$ cat config.mk
export PLATFORM = sky130hd
export DESIGN_NAME = timer_preset_writer_flat
export DESIGN_NICKNAME = d
export VERILOG_FILES = /design/src/rtl/timer_preset_writer_pkg.sv /design/src/rtl/timer_preset_writer_if.sv /design/src/rtl/timer_preset_writer_key_debounce.sv /design/src/rtl/timer_preset_writer.sv /design/src/flat_wrapper.sv
export SDC_FILE = /design/constraint.sdc
export NUM_CORES = 1
export LEC_CHECK = 0
export BUFFER_PORTS_ARGS = -buffer_cell sky130_fd_sc_hd__buf_2
export CORE_MARGIN = 2
export CORE_UTILIZATION = 56
export CTS_CLUSTER_SIZE = 10
export DETAILED_ROUTE_END_ITERATION = 16
export PLACE_DENSITY = 0.73
export SYNTH_ARGS = -nofsm -noshare
export SYNTH_HDL_FRONTEND = slang
export SYNTH_HIERARCHICAL = 1
export SYNTH_SLANG_ARGS = --single-unit
$ cat constraint.sdc
create_clock -name CLOCK_50 -period 2.55 [get_ports CLOCK_50]
set_input_delay 0.255 -clock CLOCK_50 [delete_from_list [all_inputs] [get_ports CLOCK_50]]
set_output_delay 0.255 -clock CLOCK_50 [all_outputs]
set_load 0.03 [all_outputs]
$ cat src/rtl/timer_preset_writer_pkg.sv
// Shared types and digit helpers for the countdown-timer preset writer.
// FSM state encodings double as the edit_sel codes seen on the front panel.
package timer_pkg;

    typedef enum logic [1:0] {
        S_MIN    = 2'd0,
        S_TENS   = 2'd1,
        S_ONES   = 2'd2,
        S_COMMIT = 2'd3
    } state_e;

    localparam logic [1:0] SEL_MIN    = 2'd0;
    localparam logic [1:0] SEL_TENS   = 2'd1;
    localparam logic [1:0] SEL_ONES   = 2'd2;
    localparam logic [1:0] SEL_COMMIT = 2'd3;

    localparam logic [3:0] TENS_MAX = 4'd5;
    localparam logic [3:0] ONES_MAX = 4'd9;

    // Wrap-around BCD digit step; an out-of-range digit is pulled back into range.
    function automatic logic [3:0] digit_inc(input logic [3:0] d, input logic [3:0] max);
        return (d >= max) ? 4'd0 : d + 4'd1;
    endfunction

    function automatic logic [3:0] digit_dec(input logic [3:0] d, input logic [3:0] max);
        return (d == 4'd0 || d > max) ? max : d - 4'd1;
    endfunction

    function automatic state_e next_edit(input state_e s);
        case (s)
            S_MIN:   return S_TENS;
            S_TENS:  return S_ONES;
            default: return S_MIN;
        endcase
    endfunction

endpackage

$ cat src/rtl/timer_preset_writer_if.sv
// Preset load channel between the panel writer (master) and the countdown block (slave).
// The master holds load_valid and the digits stable until load_ready is seen on a clock edge.
interface timer_load_if;
    logic       load_valid;
    logic       load_ready;
    logic [3:0] load_mins;
    logic [3:0] load_tens;
    logic [3:0] load_ones;

    modport master (output load_valid, load_mins, load_tens, load_ones, input load_ready);
    modport slave  (input load_valid, load_mins, load_tens, load_ones, output load_ready);
endinterface

$ cat src/rtl/timer_preset_writer_key_debounce.sv
// Debouncer for one raw active-low pushbutton: stable level plus a one-cycle press pulse.
// Leaves reset in the released state so no press is reported on reset exit.
module key_debounce #(
    parameter int DEBOUNCE_CYCLES = 1_000_000
) (
    input  logic CLOCK_50,
    input  logic resetn,
    input  logic raw_n,
    output logic level,
    output logic press
);

    localparam int CW = (DEBOUNCE_CYCLES > 1) ? $clog2(DEBOUNCE_CYCLES) : 1;
    localparam logic [CW-1:0] LAST = CW'(DEBOUNCE_CYCLES - 1);

    logic          raw_q;
    logic [CW-1:0] cnt;

    // NOTE: state registers use non-blocking assignments so every flop samples pre-edge values.
    always_ff @(posedge CLOCK_50 or negedge resetn) begin
        if (!resetn) begin
            raw_q <= 1'b1;
            level <= 1'b1;
            cnt   <= '0;
            press <= 1'b0;
        end else begin
            press <= 1'b0;
            if (raw_n != raw_q) begin
                raw_q <= raw_n;
                cnt   <= '0;
            end else if (raw_q != level) begin
                if (cnt == LAST) begin
                    level <= raw_q;
                    cnt   <= '0;
                    press <= ~raw_q;
                end else begin
                    cnt <= cnt + CW'(1);
                end
            end
        end
    end

endmodule

$ cat src/rtl/timer_preset_writer.sv
// Front-panel preset writer: debounced keys edit a BCD M:SS preset, go hands it to the timer.
// Optional auto-repeat of held inc/dec keys is built when PRESET_AUTOREPEAT_EN is defined.
module timer_preset_writer
    import timer_pkg::*;
#(
    parameter int DEBOUNCE_CYCLES = 1_000_000,
    parameter int MAX_MINS        = 9,
    parameter int DEFAULT_MINS    = 1,
    parameter int REPEAT_CYCLES   = 25_000_000
) (
    input  logic         CLOCK_50,
    input  logic         resetn,
    input  logic         key_inc_n,
    input  logic         key_dec_n,
    input  logic         key_next_n,
    input  logic         key_go_n,
    timer_load_if.master load,
    output logic [1:0]   edit_sel
);

    localparam logic [3:0] MINS_MAX  = 4'(MAX_MINS);
    localparam logic [3:0] MINS_INIT = 4'(DEFAULT_MINS);

    // Key index order: 0=inc 1=dec 2=next 3=go.
    logic [3:0] raw_n, level, press;
    assign raw_n = {key_go_n, key_next_n, key_dec_n, key_inc_n};

    for (genvar i = 0; i < 4; i++) begin : g_key
        key_debounce #(.DEBOUNCE_CYCLES(DEBOUNCE_CYCLES)) u_debounce (
            .CLOCK_50 (CLOCK_50),
            .resetn   (resetn),
            .raw_n    (raw_n[i]),
            .level    (level[i]),
            .press    (press[i])
        );
    end

    state_e     state_q, state_d;
    logic [3:0] mins_q, mins_d, tens_q, tens_d, ones_q, ones_d;
    logic [1:0] rep_pulse;

`ifdef PRESET_AUTOREPEAT_EN
    localparam int RW = (REPEAT_CYCLES > 1) ? $clog2(REPEAT_CYCLES) : 1;
    localparam logic [RW-1:0] REP_LAST = RW'(REPEAT_CYCLES - 1);

    logic [1:0][RW-1:0] rep_cnt;

    // Held inc/dec re-fires every REPEAT_CYCLES, measured from the debounced press.
    always_ff @(posedge CLOCK_50 or negedge resetn) begin
        if (!resetn) begin
            rep_cnt   <= '0;
            rep_pulse <= '0;
        end else begin
            rep_pulse <= '0;
            for (int i = 0; i < 2; i++) begin
                if (level[i] || state_q == S_COMMIT) begin
                    rep_cnt[i] <= '0;
                end else if (rep_cnt[i] == REP_LAST) begin
                    rep_cnt[i]   <= '0;
                    rep_pulse[i] <= 1'b1;
                end else begin
                    rep_cnt[i] <= rep_cnt[i] + RW'(1);
                end
            end
        end
    end
`else
    assign rep_pulse = '0;
`endif

    // Only the press pulses matter; the held levels are consumed by auto-repeat when built.
    logic level_unused;
    assign level_unused = ^level;

    logic inc_p, dec_p, next_p, go_p, preset_nonzero;
    assign inc_p          = press[0] | rep_pulse[0];
    assign dec_p          = press[1] | rep_pulse[1];
    assign next_p         = press[2];
    assign go_p           = press[3];
    assign preset_nonzero = |{mins_q, tens_q, ones_q};

    always_ff @(posedge CLOCK_50 or negedge resetn) begin
        if (!resetn) begin
            state_q <= S_MIN;
            mins_q  <= MINS_INIT;
            tens_q  <= 4'd0;
            ones_q  <= 4'd0;
        end else begin
            state_q <= state_d;
            mins_q  <= mins_d;
            tens_q  <= tens_d;
            ones_q  <= ones_d;
        end
    end

    // NOTE: every combinational output gets its default first, so no path can infer a latch.
    always_comb begin
        state_d = state_q;
        mins_d  = mins_q;
        tens_d  = tens_q;
        ones_d  = ones_q;
        if (state_q == S_COMMIT) begin
            if (load.load_ready) state_d = S_MIN;
        end else if (go_p) begin
            // A zero preset would be a zero-length countdown; stay in editing instead.
            if (preset_nonzero) state_d = S_COMMIT;
        end else begin
            if (inc_p ^ dec_p) begin
                case (state_q)
                    S_MIN:   mins_d = inc_p ? digit_inc(mins_q, MINS_MAX) : digit_dec(mins_q, MINS_MAX);
                    S_TENS:  tens_d = inc_p ? digit_inc(tens_q, TENS_MAX) : digit_dec(tens_q, TENS_MAX);
                    default: ones_d = inc_p ? digit_inc(ones_q, ONES_MAX) : digit_dec(ones_q, ONES_MAX);
                endcase
            end
            if (next_p) state_d = next_edit(state_q);
        end
    end

    assign load.load_valid = (state_q == S_COMMIT);
    assign load.load_mins  = mins_q;
    assign load.load_tens  = tens_q;
    assign load.load_ones  = ones_q;
    assign edit_sel        = state_q;

endmodule
$ cat src/flat_wrapper.sv
// flat-port wrapper written by rule: the top's interface ports become plain ports
module timer_preset_writer_flat import timer_pkg::*;
#(
    parameter int DEBOUNCE_CYCLES = 1_000_000,
    parameter int MAX_MINS        = 9,
    parameter int DEFAULT_MINS    = 1,
    parameter int REPEAT_CYCLES   = 25_000_000
)
  (CLOCK_50, resetn, key_inc_n, key_dec_n, key_next_n, key_go_n, edit_sel, load_load_valid, load_load_mins, load_load_tens, load_load_ones, load_load_ready);
  timer_load_if load_i ();
  input  logic CLOCK_50;
  input  logic resetn;
  input  logic key_inc_n;
  input  logic key_dec_n;
  input  logic key_next_n;
  input  logic key_go_n;
  output logic [1:0] edit_sel;
  output wire logic [$bits(load_i.load_valid)-1:0] load_load_valid;
  output wire logic [$bits(load_i.load_mins)-1:0] load_load_mins;
  output wire logic [$bits(load_i.load_tens)-1:0] load_load_tens;
  output wire logic [$bits(load_i.load_ones)-1:0] load_load_ones;
  input wire logic [$bits(load_i.load_ready)-1:0] load_load_ready;
  assign load_load_valid = load_i.load_valid;
  assign load_load_mins = load_i.load_mins;
  assign load_load_tens = load_i.load_tens;
  assign load_load_ones = load_i.load_ones;
  assign load_i.load_ready = load_load_ready;
  timer_preset_writer #(.DEBOUNCE_CYCLES(DEBOUNCE_CYCLES), .MAX_MINS(MAX_MINS), .DEFAULT_MINS(DEFAULT_MINS), .REPEAT_CYCLES(REPEAT_CYCLES)) u_core (.CLOCK_50(CLOCK_50), .resetn(resetn), .key_inc_n(key_inc_n), .key_dec_n(key_dec_n), .key_next_n(key_next_n), .key_go_n(key_go_n), .load(load_i), .edit_sel(edit_sel));
endmodule
# Word level (Yosys, flattened, before mapping)
# Index checks and enable logic that the tools add are counted.
dict set report op_classes {
  bitwise 12
  n_lt_le_gt_ge 6
  muxes 39
  n_eq_ne 16
  n_addsub 10
  n_reduce_logical 22
}
# operator n
set op_table {}
lappend op_table {{2-to-1 mux 20 bit} 12}
lappend op_table {{adder 20 x 1 -> 20 bit, second input constant} 4}
lappend op_table {{equality test 20 bit, second input constant} 4}
lappend op_table {{2-to-1 mux 4 bit} 9}
lappend op_table {{AND reduction 3 bit} 5}
lappend op_table {{adder 4 x 1 -> 4 bit, second input constant} 3}
lappend op_table {{logical NOT 4 bit} 3}
lappend op_table {{2-to-1 mux 1 bit} 12}
lappend op_table {{AND reduction 4 bit} 3}
lappend op_table {{OR reduction 12 bit} 1}
lappend op_table {{subtractor 4 x 1 -> 4 bit, second input constant} 3}
lappend op_table {{inverter 1 bit} 11}
lappend op_table {{2-to-1 mux 2 bit} 5}
lappend op_table {{>= comparator 4 bit, second input constant} 2}
lappend op_table {{> comparator 4 bit, second input constant} 2}
lappend op_table {{inequality test 1 bit} 8}
lappend op_table {{nonzero test 2 bit} 4}
lappend op_table {{>= comparator 4 x 3 -> 1 bit, second input constant} 1}
lappend op_table {{> comparator 4 x 3 -> 1 bit, second input constant} 1}
lappend op_table {{one-hot mux 2 bit (2 select lines)} 1}
lappend op_table {{logical OR 1 bit} 3}
lappend op_table {{inequality test 3 x 2 -> 1 bit, second input constant} 1}
lappend op_table {{nonzero test 3 bit} 1}
lappend op_table {{equality test 2 x 1 -> 1 bit, second input constant} 1}
lappend op_table {{5 further kinds} 5}
dict set report word_totals {
  word_cells 125
  output_inout_bits 15
  input_bits 7
  register_bits 106
}

# Logic depth before layout (Yosys ltp)
# Gate-level depths: netlist of the first run.
dict set report depth {
  word_depth 5
  mapped_depth 8
  ltp_nobuf 6
}

# Cells and area by module
# The synthesis of the first run kept the hierarchy.
# mod seq_area_each_um2 n_inst area_per_inst_um2 cells_per_inst
set by_module_without_submodules {}
lappend by_module_without_submodules {{key_debounce (u_core.g_key[0].u_debounce ...)} 578.1 3 1358.8 146}
lappend by_module_without_submodules {{key_debounce (u_core.g_key[2].u_debounce)} 578.1 1 1340.0 143}
lappend by_module_without_submodules {timer_preset_writer 351.6 1 1194.9 141}

# Worst setup path after synthesis of the first run
# Ideal clock, no wire load.
dict set report synth_path {
  path_kind {register to register}
  start {register u_core.ones_q[1], in the netlist u_core/load.load_ones[1]}
  end {register u_core.ones_q[2], in the netlist u_core/load.load_ones[2]}
  arrival_ps 1791
  required_ps 2454
  period_less_slack_ps 1887
  slack_ps 663
  path_stages_with_launch 7
  n_path_buf 0
  setup_ps 96
  cell_sequence {dfrtp_1 inv_1 ha_1 or3b_1 a21oi_1 a32oi_1 o31ai_1}
}
dict set report synth_between {
  elab_chain_cells 4
  elab_cells_between_ends 9
  cone_classes {add/sub (2); order compare (2); mux (3); reduce/logical (2)}
}
# element line
set synth_lines {}
lappend synth_lines {{start: declaration} timer_preset_writer.sv:39} ;# logic [3:0] mins_q, mins_d, tens_q, tens_d, ones_q, ones_d;
lappend synth_lines {{start signal: assignment} timer_preset_writer.sv:92} ;# ones_q <= ones_d;
lappend synth_lines {{> comparator 4 bit / logical NOT 4 bit (equally long branches)} timer_preset_writer_pkg.sv:26} ;# return (d == 4'd0 || d > max) ? max : d - 4'd1;
lappend synth_lines {{logical OR 1 bit} timer_preset_writer_pkg.sv:26}
lappend synth_lines {{2-to-1 mux 4 bit} timer_preset_writer_pkg.sv:26}
lappend synth_lines {{2-to-1 mux 4 bit (*)} timer_preset_writer.sv:112} ;# default: ones_d = inc_p ? digit_inc(ones_q, ONES_MAX) : digit_dec(ones_q, ONES_MAX);
# Mark *: on every way between the ends. The rest lies on a longest branch, timed or not.
# A chain may end at the register's enable or synchronous reset.

# Final worst setup path of the first run
dict set report layout_path {
  start {register u_core.g_key[3].u_debounce.cnt[0]}
  end {register u_core.g_key[3].u_debounce.cnt[18]}
}
dict set report layout_between {
  elab_chain_cells 4
  elab_cells_between_ends 5
  cone_classes {add/sub (1); eq/ne (1); mux (3)}
}
# element line
set layout_lines {}
lappend layout_lines {{start: declaration} timer_preset_writer_key_debounce.sv:17} ;# logic [CW-1:0] cnt;
lappend layout_lines {{start signal: assignment} timer_preset_writer_key_debounce.sv:37} ;# cnt <= cnt + CW'(1);
lappend layout_lines {{adder 20 x 1 -> 20 bit / equality test 20 bit (equally long branches)} {timer_preset_writer_key_debounce.sv:37, timer_preset_writer_key_debounce.sv:32}}
lappend layout_lines {{2-to-1 mux 20 bit (*)} timer_preset_writer_key_debounce.sv:32} ;# if (cnt == LAST) begin
lappend layout_lines {{2-to-1 mux 20 bit (*)} timer_preset_writer_key_debounce.sv:31} ;# end else if (raw_q != level) begin
lappend layout_lines {{2-to-1 mux 20 bit (*)} timer_preset_writer_key_debounce.sv:28} ;# if (raw_n != raw_q) begin
# Mark *: on every way between the ends. The rest lies on a longest branch, timed or not. The select of a mux whose other input is x is not followed.

==> results of run 1 <==
[Yosys cell counts (all sizes together) (2+ instances only)]
master and instances:
buf 24, mux2 4, or3b 5, inv 36, a31oi 48, nor4b 8
o41ai 4, nor2 36, o21ai 36, a32oi 2, o22ai 14, a221oi 2
and2 17, a21oi 48, mux2i 5, and3 22, or3 16, or4 2
clkbuf 14, a2bb2oi 2, a211oi 3, and4 12, nor3 10, o21bai 4
nor4 3, a22oi 6, dfstp 9, nor3b 11, dfrtp 97, a21o 5
ha 15, nand2b 10, a211o 3, nand2 80, a41oi 8, nand4 33
a22o 9, o31ai 5, nand3 38, o211ai 4
[critical path, delay by kind of cell (launching register included)]
family,cells,cell delay (ns)
flip-flops,1,0.43
adder cells (fa/ha/maj),1,0.28
buffers and inverters,1,0.29
AND/OR/NAND/NOR,4,0.91
AO/OA/AOI/OAI,1,0.14
[sequential cells by signal (all words and copies together), names as in the netlist]
name                           count
u_core/g_key.u_debounce/press      4
u_core/g_key.u_debounce/cnt       80
u_core/g_key.u_debounce/level      4
u_core/load.load_tens              4
u_core/load.load_ones              4
u_core/edit_sel                    2
u_core/load.load_mins              4
u_core/g_key.u_debounce/raw_q      4
[final timing paths]
kind	endpoint	slack [ns]	cells past startpoint
worst max-delay path	u_core/g_key[3].u_debounce/cnt[18]	0.43	7
worst min-delay path	u_core/g_key[0].u_debounce/raw_q	0.03	1
worst max register to register	u_core/g_key[3].u_debounce/cnt[18]	0.43	7
worst min register to register	u_core/edit_sel[0]	0.49	1
max in group asynchronous	u_core/g_key[2].u_debounce/cnt[19]	1.47	3
min in group asynchronous	u_core/load.load_ones[0]	0.38	2
[cell families after synthesis]
| logic type | after synthesis | share of synthesized area (%) |
|---|---|---|
| AND/OR/NAND/NOR | 307 | 27.8 |
| AO/OA/AOI/OAI | 209 | 20.4 |
| flip-flops | 106 | 40.3 |
| buffers and inverters | 74 | 6.25 |
| adder cells (fa/ha/maj) | 15 | 2.84 |
| multiplexers | 9 | 2.20 |
| XOR/XNOR | 2 | 0.265 |
[power by group]
| part | switching, W | internal [W] | leakage [nW] |
|---|---|---|---|
| Sequential | 0.0000201 | 0.00170 | 1.44 |
| Clock | 0.000622 | 0.000785 | 0.142 |
| Combinational | 0.000128 | 0.0000615 | 1.44 |
| Total | 0.000770 | 0.00254 | 3.02 |
[area by class of cell]
class,count,share of cell area (%)
Multi-Input combinational cell,542,50.5
Timing Repair Buffer,30,2.72
Sequential cell,106,38.1
Clock buffer,11,3.47
Clock inverter,5,0.786
Tap cell,143,2.56
Inverter,36,1.93
[layer usage]
metal	vias up	GRT usage [%]
met5	-	0
met4	0	7.24
met3	15	5.08
met2	146	36.2
met1	2656	30.7
li1	2719	-
[metrics by stage]
stage	power, W	hold WS (ns)	cells
finish	0.00332	0.0348	873
global route	0.00346	0.0228	873
CTS	0.00336	0.0217	873
detailed placement	0.00194	0.228	856
global placement	0.00193	0.226	856
floorplan	0.00188	-0.0406	722
==> results.sh, run 1 <==
export IMPL_fin_nets=747
export IMPL_fillCellCount=982
export IMPL_vias_per_cell=6.34
export IMPL_regArea_um2=2660
export IMPL_ctsHoldBuffers=1
export IMPL_crit_path_max_incr_delay_ns=0.43
export IMPL_period_share_pct=82.9
export IMPL_ant_nets=0
export IMPL_max_freq_mhz=473
export IMPL_startpoint_type="flop"
export IMPL_p_leak_nw=3.02
export IMPL_core_um2=11500
export IMPL_max_slew_margin_pct=59.8
export IMPL_synthTopCellsByArea="dfrtp_1, a31oi_1, nand2_1"
export IMPL_cts_root_buf="clkbuf_16"
export IMPL_slew_viol_final=0
export IMPL_grt_pass1_vias=5266
export IMPL_overflow=0
export IMPL_crit_top_cell="and3_1"
export IMPL_synth_area_um2=6610
export IMPL_rsz0062_at_grt="no"
export IMPL_highest_layer="met4"
export IMPL_grt_pass1_wl_um=23900
export IMPL_setup_viol=0
export IMPL_yosysSeqAreaShare_pct=40.3
export IMPL_synth_seq_cells=106
export IMPL_wl_per_cell_um=15.5
export IMPL_initial_core_util_pct=57.7
export IMPL_die_area_um2=12700
export IMPL_synth_cell_type_count=64
export IMPL_die_w_um=113
export IMPL_setup_slack_ns=0.435
export IMPL_crit_required_ns=2.85
export IMPL_core_rowCount=39
export IMPL_wl_met2_um=6550
export IMPL_clock_path_buffers=2
export IMPL_hold_viol_final=0
export IMPL_m1WireLength_um=6150
export IMPL_crit_slowest_cell="dfrtp_1"
export IMPL_tightest_slew_ns=0.598
export IMPL_grt_use_total_pct=22.6
export IMPL_cp_max_fo=30
export IMPL_synth_warnings=6
export IMPL_synth_top_cell_by_area="dfrtp_1"
export IMPL_outcome="complete, no violations"
export IMPL_crit_type="flop to flop"
export IMPL_drt_total_wl_um=13500
export IMPL_fin_worst_skew_ns=0.00940
export IMPL_post_route_cell_area_um2=7000
export IMPL_syn_area_per_cell_um2=9.16
export IMPL_cts_resized=0
export IMPL_pwr_density_cell_nw_per_um2=474
export IMPL_drive_above_1_share_pct=12.7
export IMPL_clk_latency_ns=0.36
export IMPL_firstDrtPassIters=7
export IMPL_syn_inst=722
export IMPL_diodes=0
export IMPL_cp_cell_sequence="ha_1 -> and3_1 -> and3_1 -> a21oi_2 -> buf_4 -> or3b_1 -> nand3_1"
export IMPL_cts_tree="done"
export IMPL_grt_antenna_before_repair=0
export IMPL_cp_end_kind="flop"
export IMPL_wl_met3_um=699
export IMPL_async_flop_share_pct=100
export IMPL_syn_nets=744
export IMPL_synth_top_area_share_pct=36.7
export IMPL_final_common_cell="dfrtp_1"
export IMPL_peakVddDrop_mv=0.643
export IMPL_final_setup_tns_ns=0
export IMPL_max_cap_violations=0
export IMPL_hold_class="input pin to flop"
export IMPL_num_vias=5536
export IMPL_num_io_pins=22
export IMPL_dp_slack_ns=0.458
export IMPL_hp_start="key_inc_n"
export IMPL_htreeDepth=3
export IMPL_r2r_start="u_core/g_key[3].u_debounce/cnt[0]"
export IMPL_cts_clk_slew_worst_paths_ns=0.07
export IMPL_grt_max_degree=51
export IMPL_multi_input_area_um2=3530
export IMPL_cts_sinks=106
export IMPL_die_h_um=113
export IMPL_synth_edf_count=0
export IMPL_postPlaceCellArea_um2=6690
export IMPL_cp_startpoint="u_core/g_key[3].u_debounce/cnt[0]"
export IMPL_fin_crit_ns=2.12
export IMPL_drc=0
export IMPL_gp_congestion=0.880
export IMPL_port_buffers=21
export IMPL_area_delta_synth_final_pct=5.89
export IMPL_cp_data_arrival_time_ns=2.41
export IMPL_cts_setup_buffers=0
export IMPL_cts_inserted_buffers=9
export IMPL_layout_common_cells="dfrtp_1, nand2_1, a31oi_1, a21oi_1, nor2_1"
export IMPL_ys_flop_type="dfrtp_1"
export IMPL_place_hpwl_um=9290
export IMPL_post_route_util_pct=61.0
export IMPL_first_iter_violations=572
No activity file was read; power rests on OpenSTA's default activity.
==> run 2, diff against run 1 <==
PLACE_DENSITY = 0.76   (was 0.73)
clock period = 1.8 ns   (was 2.55 ns; I/O delays follow)
==> run 2 against run 1 <==
Net effect:
- sequential cell count is the same
- sequential share of layout area shrank 5.2 points
- clock skew shrank 0.0031 ns
- via count grew 11%
==> results.sh, run 2 (synthesis gave the netlist of run 1 again) <==
export IMPL_outcome="complete, no violations"
export IMPL_place_hpwl_um=10600
export IMPL_rsz0062_at_grt="yes"
export IMPL_tightest_slew_ns=0.577
export IMPL_p_leak_nw=3.58
export IMPL_core_um2=11500
export IMPL_gp_congestion=0.895
export IMPL_timing_hold_ws_ns=0.184
export IMPL_cts_root_buf="clkbuf_16"
export IMPL_fillCellCount=815
export IMPL_period_share_pct=98.9
export IMPL_fin_crit_ns=1.78
export IMPL_clk_latency_ns=0.36
export IMPL_post_route_cell_area_um2=8160
export IMPL_cp_data_arrival_time_ns=2.01
export IMPL_die_w_um=113
export IMPL_die_h_um=113
export IMPL_ant_nets=0
export IMPL_overflow=0
export IMPL_max_freq_mhz=562
export IMPL_post_place_cells=944
export IMPL_switchingPower_w=0.00115
export IMPL_drive_above_1_share_pct=30.3
export IMPL_hold_viol_final=0
export IMPL_pwr_density_cell_nw_per_um2=592
export IMPL_fin_worst_skew_ns=0.00632
export IMPL_grt_pass1_vias=5730
export IMPL_cts_clk_slew_worst_paths_ns=0.07
export IMPL_grt_use_total_pct=24.7
export IMPL_cp_max_fo=8
export IMPL_hold_class="input pin to flop"
export IMPL_grt_pass1_wl_um=26200
export IMPL_p_int_w=0.00368
export IMPL_setup_slack_ns=0.0197
export IMPL_pwr_share_clk_pct=42.1
export IMPL_vias_per_cell=6.26
export IMPL_startpoint_type="flop"
export IMPL_peakVddDrop_mv=1.06
export IMPL_cp_end_kind="flop"
export IMPL_drt_total_wl_um=15800
export IMPL_dp_slack_ns=-0.0625
export IMPL_max_slew_margin_pct=61.5
export IMPL_p_total_w=0.00483
export IMPL_crit_type="flop to flop"
export IMPL_first_iter_violations=466
export IMPL_htreeDepth=3
export IMPL_drc=0
export IMPL_core_rowCount=39
export IMPL_slew_viol_final=0
export IMPL_seqPwrFrac_pct=50.2
export IMPL_layout_common_cells="buf_4, dfrtp_1, nand2_1, a31oi_1, a21oi_1"
export IMPL_grt_antenna_before_repair=0
export IMPL_largest_register="u_core/g_key.u_debounce/cnt"
export IMPL_die_area_um2=12700
export IMPL_postPlaceCellArea_um2=7380
export IMPL_grt_max_degree=107
export IMPL_cts_sinks=106
export IMPL_initial_core_util_pct=57.7
export IMPL_largest_reg_flops=80
export IMPL_max_cap_violations=0
export IMPL_firstDrtPassIters=5
export IMPL_num_vias=6131
export IMPL_wl_per_cell_um=16.2
export IMPL_cts_inserted_buffers=9
export IMPL_area_delta_synth_final_pct=23.4
export IMPL_clock_path_buffers=2
export IMPL_stdcell_count=979
export IMPL_final_common_cell="buf_4"
export IMPL_diodes=0
export IMPL_switching_share_pct=23.8
export IMPL_crit_required_ns=2.03
export IMPL_cts_tree="done"
export IMPL_num_io_pins=22
export IMPL_fin_nets=853
export IMPL_port_buffers=21
export IMPL_setup_viol=0
export IMPL_p_comb_share_pct=7.8
[run 2: changes by cell type in the layout (fill, tap and decap cells not counted), sizes merged]
cell,before,now
buf,29,131
dlygate4sd3,1,5
clkbuf,11,10
clkinvlp,2,3
[run 2: area by class of cell]
cell class	instances	area, um^2	share of cell area (%)
clock buffers	10	239	2.93
repair buffers	136	1030	12.7
multi-input cells	542	3830	46.9
clock inverters	6	66.3	0.813
inverters	36	135	1.66
flip-flops and latches	106	2680	32.8
well taps	143	179	2.19
[run 2: routing by layer]
layer | vias up | part of all wire (%) | GRT usage, %
met1 | 2984 | 44 | 32.3
met3 | 19 | 4.3 | 5.18
li1 | 2951 | - | -
met2 | 177 | 51 | 42.1
met4 | 0 | 1.3 | 6.50
met5 | - | 0 | 0
[run 2: power groups by stage]
stage	clock network, W	registers, W	logic [W]
after floorplan	0	0.00247	0.000188
after global placement	0	0.00247	0.000325
after detailed placement	0	0.00247	0.000340
after CTS	0.00208	0.00242	0.000353
after global routing	0.00217	0.00243	0.000418
final	0.00203	0.00242	0.000375
[run 2: path summary, 6_finish.rpt]
| kind | from | to | slack (ns) | cells past startpoint |
|---|---|---|---|---|
| min reg2reg | u_core/g_key[2].u_debounce/press | u_core/edit_sel[0] | 0.47 | 1 |
| max reg2reg | u_core/g_key[0].u_debounce/cnt[10] | u_core/g_key[0].u_debounce/cnt[11] | 0.02 | 5 |
| min | load_load_ready | u_core/edit_sel[0] | 0.18 | 3 |
| max in group asynchronous | resetn | u_core/g_key[2].u_debounce/cnt[13] | 0.92 | 3 |
| max | u_core/g_key[0].u_debounce/cnt[10] | u_core/g_key[0].u_debounce/cnt[11] | 0.02 | 5 |
| min in group asynchronous | resetn | u_core/load.load_ones[0] | 0.40 | 3 |
[run 2: timing repair]
action                                  4_1_cts  5_1_grt
hold endpoints to repair                    101        0
cloned                                        0        2
hold buffers                                  5        0
endpoints found under the setup margin       18       57
gates resized for setup                       7       70
pin swaps                                     1       28
buffers inserted                              0       12
[run 2: through the flow]
stage	util (%)	TNS [ns]
finish	71.1	0
floorplan	-	0
detailed placement	64.3	-0.335
global placement	64.3	0
CTS	67.7	0
global route	71.1	-0.274
[run 2: critical path, stage by stage (launching register included)]
cell     delay, ns
dfrtp_2       0.45
nor4b_4       0.27
and4_4        0.28
a21oi_4       0.09
and3_1        0.19
or3_1         0.37
==> run 3, diff against run 2 <==
BUFFER_PORTS_ARGS = -buffer_cell sky130_fd_sc_hd__buf_4   (was -buffer_cell sky130_fd_sc_hd__buf_2)
==> run 3 against run 2 <==
Net effect:
- the flow now finishes with violations (setup timing)
- clock-buffer cell count is 2 higher
- sequential power hardly changed
- non-clock buffer count is 6 higher
- power is 0.39% higher
- setup slack worse by 0.13 ns
- utilization hardly changed
- maximum frequency is 6.7% lower
- critical endpoint unchanged
==> results.sh, run 3 (synthesis gave the netlist of run 1 again) <==
export IMPL_ff2ff_setup_slack_ns=-0.11
export IMPL_die_w_um=113
export IMPL_first_iter_violations=491
export IMPL_cts_tree="done"
export IMPL_drc=0
export IMPL_grt_pass1_vias=5791
export IMPL_ant_nets=0
export IMPL_fillCellCount=872
export IMPL_cp_data_arrival_time_ns=2.14
export IMPL_cp_cell_sequence="nor4b_2 -> and4_4 -> a21oi_4 -> buf_12 -> and3_4 -> or3_1"
export IMPL_max_slew_margin_pct=60.4
export IMPL_timing_hold_ws_ns=0.144
export IMPL_post_route_cell_area_um2=8150
export IMPL_outcome="complete, but fails checks"
export IMPL_fin_crit_ns=1.91
export IMPL_fin_worst_skew_ns=0.00763
export IMPL_p_leak_nw=3.62
export IMPL_area_delta_synth_final_pct=23.3
export IMPL_hold_class="input pin to flop"
export IMPL_gp_congestion=0.874
export IMPL_place_hpwl_um=10300
export IMPL_firstDrtPassIters=7
export IMPL_stdcell_count=986
export IMPL_fin_nets=860
export IMPL_port_buffers=21
export IMPL_hold_viol_final=0
export IMPL_initial_core_util_pct=57.7
export IMPL_largest_reg_flops=80
export IMPL_cts_inserted_buffers=9
export IMPL_crit_path_max_incr_delay_ns=0.39
export IMPL_setup_viol=3
export IMPL_clk_latency_ns=0.36
export IMPL_crit_type="flop to flop"
export IMPL_cp_max_fo=8
export IMPL_grt_antenna_before_repair=0
export IMPL_cp_end_kind="flop"
export IMPL_num_io_pins=22
export IMPL_worst_r2r_cell_count=6
export IMPL_grt_max_degree=107
export IMPL_peakVddDrop_mv=0.738
export IMPL_multi_input_area_um2=3700
export IMPL_crit_family="simple AND/OR/NAND/NOR gates"
export IMPL_post_place_cells=952
export IMPL_hold_depth=3
export IMPL_final_common_cell="buf_4"
export IMPL_cts_root_buf="clkbuf_16"
export IMPL_max_cap_violations=0
export IMPL_clock_path_buffers=2
export IMPL_postPlaceCellArea_um2=7500
export IMPL_htreeDepth=3
export IMPL_startpoint_type="flop"
export IMPL_diodes=0
export IMPL_drt_total_wl_um=15600
export IMPL_largest_register="u_core/g_key.u_debounce/cnt"
export IMPL_critPathBufInv=1
export IMPL_regArea_um2=2670
export IMPL_num_vias=6087
export IMPL_cts_sinks=106
export IMPL_crit_slowest_cell="dfrtp_1"
export IMPL_cp_num_cells=6
export IMPL_slew_viol_final=0
export IMPL_grt_pass1_wl_um=26100
export IMPL_grt_use_total_pct=24.6
export IMPL_tightest_slew_ns=0.593
export IMPL_die_h_um=113
export IMPL_layout_common_cells="buf_4, dfrtp_1, nand2_1, a31oi_1, a21oi_1"
export IMPL_crit_required_ns=2.03
export IMPL_period_share_pct=106
export IMPL_core_rowCount=39
export IMPL_rsz0062_at_grt="yes"
export IMPL_violations="setup timing"
export IMPL_cts_clk_slew_worst_paths_ns=0.07
export IMPL_vias_per_cell=6.17
export IMPL_max_freq_mhz=524
export IMPL_setup_slack_ns=-0.108
export IMPL_pwr_density_cell_nw_per_um2=595
export IMPL_die_area_um2=12700
export IMPL_wl_per_cell_um=15.8
export IMPL_drive_above_1_share_pct=28.2
export IMPL_p_total_w=0.00485
export IMPL_overflow=0
export IMPL_core_um2=11500
==> run 3: cell types whose count changed in the layout (fill, tap and decap cells not counted), sizes merged <==
cell / previous run / this run
buf: 131 / 136
clkinv: 2 / 1
clkinvlp: 3 / 2
a21oi: 48 / 49
bufbuf: 0 / 1
clkbuf: 10 / 12
==> run 3: final timing paths <==
check	startpoint	end
hold / removal	load_load_ready	u_core/edit_sel[0]
hold reg to reg	u_core/g_key[2].u_debounce/press	u_core/edit_sel[0]
min in group asynchronous	resetn	u_core/load.load_ones[2]
max in group asynchronous	resetn	u_core/g_key[3].u_debounce/cnt[9]
setup reg to reg	u_core/g_key[0].u_debounce/cnt[10]	u_core/g_key[0].u_debounce/cnt[11]
setup / recovery	u_core/g_key[0].u_debounce/cnt[10]	u_core/g_key[0].u_debounce/cnt[11]
==> run 3: power by group <==
group	total [W]	internal (W)	switching [W]
Sequential	0.00242	0.00241	0.0000177
Combinational	0.000395	0.000173	0.000222
Clock	0.00203	0.00115	0.000877
Total	0.00485	0.00373	0.00112
==> run 3: cell type report <==
cell class / count / share of cell area (%)
clock buffer: 12 / 3.15
clock inverter: 4 / 0.614
inverter: 36 / 1.66
multi-input combinational: 543 / 45.4
sequential: 106 / 32.8
tap: 143 / 2.19
timing repair buffer: 142 / 14.2
==> run 3: repair_timing <==
| action | in CTS | in global routing |
|---|---|---|
| cloned | 2 | 2 |
| endpoints found under the setup margin | 13 | 62 |
| hold endpoints to repair | 101 | 0 |
| hold buffers | 5 | 0 |
| pin swaps | 3 | 16 |
| gates resized for setup | 5 | 43 |
| setup buffers | 7 | 2 |
==> run 3: worst register-to-register path, stage by stage (launching register included) <==
cell and delay (ns):
dfrtp_1 0.39, nor4b_2 0.37, and4_4 0.31, a21oi_4 0.07, buf_12 0.14, and3_4 0.16
or3_1 0.34
==> run 3: metrics by stage <==
stage | utilization, % | TNS, ns | setup WS, ns
after detailed placement | 65.4 | -0.0716 | -0.0263
after CTS | 69.5 | -0.0215 | -0.0215
after floorplan | - | 0 | 0.00520
final | 71.1 | -0.180 | -0.108
after global placement | 65.4 | 0 | 0.00287
after global routing | 71.1 | -1.29 | -0.157
==> run 3: per-layer routing <==
metal / vias up / wire (um) / part of all wire [%] / GRT usage [%]
met5: - / 0 / 0 / 0
met4: 0 / 272 / 1.7 / 6.83
met3: 26 / 630 / 4.0 / 5.83
met2: 142 / 7800 / 50 / 41.3
met1: 2967 / 6890 / 44 / 32.0
li1: 2952 / - / - / -
